===== src/rtl/reg_dump_pkg.sv =====
// Shared types and constants for the register-file dump engine.
package reg_dump_pkg;

  localparam int NUM_REGS = 32;
  localparam int SEL_W    = 6;
  localparam logic [SEL_W-1:0] PC_SEL = 6'd32;

  typedef enum logic [1:0] {
    IDLE = 2'd0,
    READ = 2'd1,
    SEND = 2'd2,
    DONE = 2'd3
  } state_e;

endpackage


===== src/rtl/reg_dump.sv =====
// Walks the register bank one word at a time (x0..x31, then optionally the PC),
// snapshotting each word into an output register and handing it to a
// valid/ready consumer.
//
//   state | meaning
//   ------+-----------------------------------------------------------
//   IDLE  | waiting for start; sel parked at 0
//   READ  | sel = idx; bank output captured into dout at the closing edge
//   SEND  | dout_valid high, word held until the consumer takes it
//   DONE  | one-cycle done pulse, then back to IDLE
module reg_dump
  import reg_dump_pkg::*;
#(
  parameter int INCLUDE_PC = 1
) (
  input  logic             clk,
  input  logic             reset,
  input  logic             start,
  output logic [SEL_W-1:0] sel,
  input  logic [31:0]      rdata,
  output logic [31:0]      dout,
  output logic [SEL_W-1:0] dout_idx,
  output logic             dout_valid,
  input  logic             dout_ready,
  output logic             busy,
  output logic             done
);

  // Last index walked; the PC sits just past x31 when it is included.
  localparam logic [SEL_W-1:0] LAST = (INCLUDE_PC != 0) ? PC_SEL : SEL_W'(NUM_REGS - 1);

  state_e           state_q, state_d;
  logic [SEL_W-1:0] idx_q, idx_d;
  logic [31:0]      dout_q, dout_d;
  logic [SEL_W-1:0] dout_idx_q, dout_idx_d;

  // State, index and capture registers; reset wins over start and handshake.
  always_ff @(posedge clk) begin
    if (reset) begin
      state_q    <= IDLE;
      idx_q      <= '0;
      dout_q     <= '0;
      dout_idx_q <= '0;
    end else begin
      state_q    <= state_d;
      idx_q      <= idx_d;
      dout_q     <= dout_d;
      dout_idx_q <= dout_idx_d;
    end
  end

  // Next-state, capture and output decode; outputs depend only on registered state.
  always_comb begin
    state_d    = state_q;
    idx_d      = idx_q;
    dout_d     = dout_q;
    dout_idx_d = dout_idx_q;
    sel        = '0;
    dout_valid = 1'b0;
    busy       = 1'b1;
    done       = 1'b0;

    case (state_q)
      IDLE: begin
        busy = 1'b0;
        if (start) begin
          idx_d   = '0;
          state_d = READ;
        end
      end
      READ: begin
        sel        = idx_q;
        dout_d     = rdata;
        dout_idx_d = idx_q;
        state_d    = SEND;
      end
      SEND: begin
        sel        = idx_q;
        dout_valid = 1'b1;
        if (dout_ready) begin
          if (idx_q == LAST) begin
            state_d = DONE;
          end else begin
            idx_d   = idx_q + 1'b1;
            state_d = READ;
          end
        end
      end
      DONE: begin
        done    = 1'b1;
        state_d = IDLE;
      end
      default: begin
        state_d = IDLE;
      end
    endcase
  end

  assign dout     = dout_q;
  assign dout_idx = dout_idx_q;

endmodule

===== config.mk =====
export PLATFORM = sky130hd
export DESIGN_NAME = reg_dump
export DESIGN_NICKNAME = d
export VERILOG_FILES = /design/src/rtl/reg_dump_pkg.sv /design/src/rtl/reg_dump.sv
export SDC_FILE = /design/constraint.sdc
export NUM_CORES = 1
export LEC_CHECK = 0
export ABC_CLOCK_PERIOD_IN_PS = 2050
export CORE_MARGIN = 8
export CORE_UTILIZATION = 42
export DETAILED_ROUTE_END_ITERATION = 16
export PLACE_DENSITY = 0.81
export SETUP_SLACK_MARGIN = 0.4
export SYNTH_ARGS = -nofsm -noshare
export SYNTH_HDL_FRONTEND = slang
export SYNTH_SLANG_ARGS = --single-unit

===== constraint.sdc =====
create_clock -name clk -period 2.05 [get_ports clk]
set_input_delay 0.5125 -clock clk [delete_from_list [all_inputs] [get_ports clk]]
set_output_delay 0.5125 -clock clk [all_outputs]
set_load 0.005 [all_outputs]

==> results_dict.tcl <==
set metrics [dict create \
    run_status "finished clean" \
    vdd_ir_drop_max_mv 0.620 \
    cp-start-kind "flop" \
    synth_enable_flop_cells 0 \
    maxSlewHeadroom_pct 77.6 \
    yosys.area_share.xor_xnor_pct 0 \
    worstHoldStart "dout[1]$_SDFFE_PP0N_" \
    initialDrtViolationCount 130 \
    synthesis.area_per_instance_um2 10.1 \
    synth_async_reset_ratio_pct 0 \
    hold_slack_ns 0.492 \
    postSynthNetCount 232 \
    global_route.usage.total_pct 14.8 \
    clk_root_buffer_cell "sky130_fd_sc_hd__clkbuf_8" \
    cts-hold-fix-buffers 0 \
    worst_ep_arrival_time_ns 1.29 \
    hpwl_um 3730 \
    drtPass1Iterations 4 \
    ys_seq_elements 46 \
    worst-endpoint-required_ns 1.54 \
    route.detailed.wl_per_inst_um 15.6 \
    largest_net_degree_at_the_start_of_global_routing 32 \
    r2r_start "state_q[1]$_SDFFE_PP0P_" \
    reg2reg_setup_slack_ns 0.42 \
    post_synth_and_or_nand_nor_area_fraction_pct 18.4 \
    cts.sink_count 46 \
    slew_violations 0 \
    avgViaCountPerCell 4.88 \
    critical_path.reg2reg.endpoint "idx_q[2]$_SDFFE_PP0P_" \
    die_area_um2 7000 \
    detailroute.via_count 1639 \
    worst-slew-pin-transition_ns 0.335 \
    layout_commonest_cell "sky130_fd_sc_hd__dfxtp_1" \
    floorplan.rows 24 \
    skew_ns 0.00373 \
    gp_congestion 0.841 \
    synth.distinct_cells 34 \
    layout.nets 325 \
    report.power.total_mw 3.08 \
    hold_crit_path_type "flop to flop" \
    yosys_most_used_dff "sky130_fd_sc_hd__dfxtp_1" \
    worst_setup_path_end_kind "output port" \
    drt_wl_total_um 5240 \
    grt_setup_unrepaired "true" \
    area_growth_pct 56.5 \
    cts_tree "done" \
    synth_cells 190 \
    timing_hold_violations_final 0 \
    totalNegativeSetupSlack_ns 0 \
    cts.reportedPaths.clkPinSlew_ns 0.08 \
    combined_area_of_all_synthesized_cells_um2 1920 \
    worstHoldEndpoint "dout[1]$_SDFFE_PP0N_" \
    synth_fa_ha_area_share_pct 3.90 \
    placeableCoreArea_um2 4380 \
    overflow 0 \
    synth_top_family_by_area "multiplexers" \
    final_setup_violating_endpoints 0 \
    power_density_nw_per_um2 1020 \
    synth-compound-area-share_pct 5.27 \
    boundaryPins 83 \
    commonest_cells_after_routing_fill_and_taps_aside "sky130_fd_sc_hd__dfxtp_1 (42), sky130_fd_sc_hd__nor2_1 (40), sky130_fd_sc_hd__mux2i_1 (38), sky130_fd_sc_hd__dlygate4sd2_1 (36), sky130_fd_sc_hd__clkdlybuf4s50_1 (33)" \
    maxCapViolations 0 \
    number_of_antenna_violations_at_the_first_check_in_global_routing 0 \
    postRouteAntennaNets 0 \
    power.leakage_nw 1.40 \
    reg2reg_depth 7 \
    ctsLongestPathBuffers 2 \
    die_width_um 83.7 \
    post-route-drc-count 0 \
    final_cycle_utilization_of_the_critical_path_pct 88.1 \
    grt_pass1_vias 1740 \
    proportion_of_synthesized_area_in_mux_cells_pct 20.4 \
    clkLatencyLatePin_ns 0.29 \
    cts-buffers-inserted 5 \
    final.fill_count 365 \
    synth_sequential_area_ratio_pct 47.9 \
    htree_levels 2 \
    achievable-frequency_mhz 554 \
    timing.final.crit_period_ns 1.81 \
    first_pass_grt_wire_length_um 8650 \
    critical_path_peak_fanout 4 \
    worst_hold_path.num_cells 2 \
    io_buffers 82 \
    drive_above_1_share_pct 21.1 \
    yosysWarningCount 0 \
    start_util_pct 43.9 \
    die_h_um 83.7 \
    timing_worst_setup_path_type "flop to output port" \
    num_antenna_cells 0 \
]
flip-flops by register name, indices dropped and copies added, names as in the netlist:
register	cells
dout_idx	6
state_q	2
idx_q	6
dout	32
logic make-up (layout without fill, tap and decap cells):
kind of cell | after synthesis | in the layout
compound gates | 12 | 12
flops | 46 | 46
simple gates | 70 | 70
fa+ha+maj | 6 | 6
mux | 39 | 39
buf+inv | 17 | 111
through the flow:
| stage | instance area, um^2 | util (%) | cells | worst slack [ns] |
|---|---|---|---|---|
| final | 3010 | 68.7 | 336 | 0.245 |
| after detailed placement | 2820 | 64.4 | 321 | 0.0426 |
| after floorplan | 1920 | - | 190 | 0.411 |
| after CTS | 2940 | 67.1 | 332 | 0.232 |
| after global routing | 3010 | 68.7 | 336 | 0.181 |
| after global placement | 2820 | 64.4 | 321 | 0.0648 |
critical path, cell delays in order, from the launching register on:
cell,delay [ns]
sky130_fd_sc_hd__dfxtp_2,0.34
sky130_fd_sc_hd__inv_2,0.05
sky130_fd_sc_hd__ha_4,0.24
sky130_fd_sc_hd__buf_6,0.12
sky130_fd_sc_hd__and2_4,0.14
sky130_fd_sc_hd__buf_6,0.10
area by class of cell:
class | instances | area [um^2] | share of cell area (%)
well taps | 52 | 65.1 | 2.16
clock buffers | 6 | 72.6 | 2.41
multi-input cells | 127 | 1000 | 33.3
repair buffers | 97 | 885 | 29.4
flip-flops and latches | 46 | 926 | 30.7
clock inverters | 2 | 37.5 | 1.25
inverters | 6 | 22.5 | 0.748
where the power goes:
| group | switching (mW) | total, mW | leakage, nW | internal, mW |
|---|---|---|---|---|
| clock network | 0.294 | 0.658 | 0.0514 | 0.364 |
| logic | 0.591 | 1.30 | 0.968 | 0.706 |
| registers | 0.0752 | 1.13 | 0.376 | 1.05 |
cell usage after synthesis (all sizes together) (2+ instances only):
library cell	n	share of area (%)
a21oi	6	1.8
and2	7	2.3
buf	7	2.3
clkbuf	4	0.78
dfxtp	46	48
ha	6	3.9
inv	6	1.2
mux2i	38	20
nand2	5	0.98
nand3	3	0.78
nor2	41	8.0
nor3	2	0.52
nor4	3	1.3
nor4b	2	1.7
timing repair:
item | CTS | global route
resized for setup | 90 | 14
setup buffers | 3 | 4
setup endpoints to repair | 51 | 14
pin swaps | 8 | 8
how the worst max path moves through the flow:
stage / from / to / slack, ns / cells after the start
floorplan: state_q[0]$_SDFFE_PP0P_ / idx_q[2]$_SDFFE_PP0P_ / 0.41 / 7
global placement: start / idx_q[2]$_SDFFE_PP0P_ / 0.06 / 5
detailed placement: start / idx_q[5]$_SDFFE_PP0P_ / 0.04 / 5
CTS: state_q[1]$_SDFFE_PP0P_ / sel[0] / 0.23 / 5
global route: state_q[1]$_SDFFE_PP0P_ / sel[2] / 0.18 / 5
finish: state_q[1]$_SDFFE_PP0P_ / sel[0] / 0.24 / 5
per-layer routing:
layer	GRT usage, %	vias to the layer above	part of all wire [%]
met5	0	-	0
met2	25.0	49	51
met1	16.6	758	41
li1	-	827	-
met3	5.08	5	6.4
met4	5.97	0	1.5
Power figures use the tool's default switching activity.
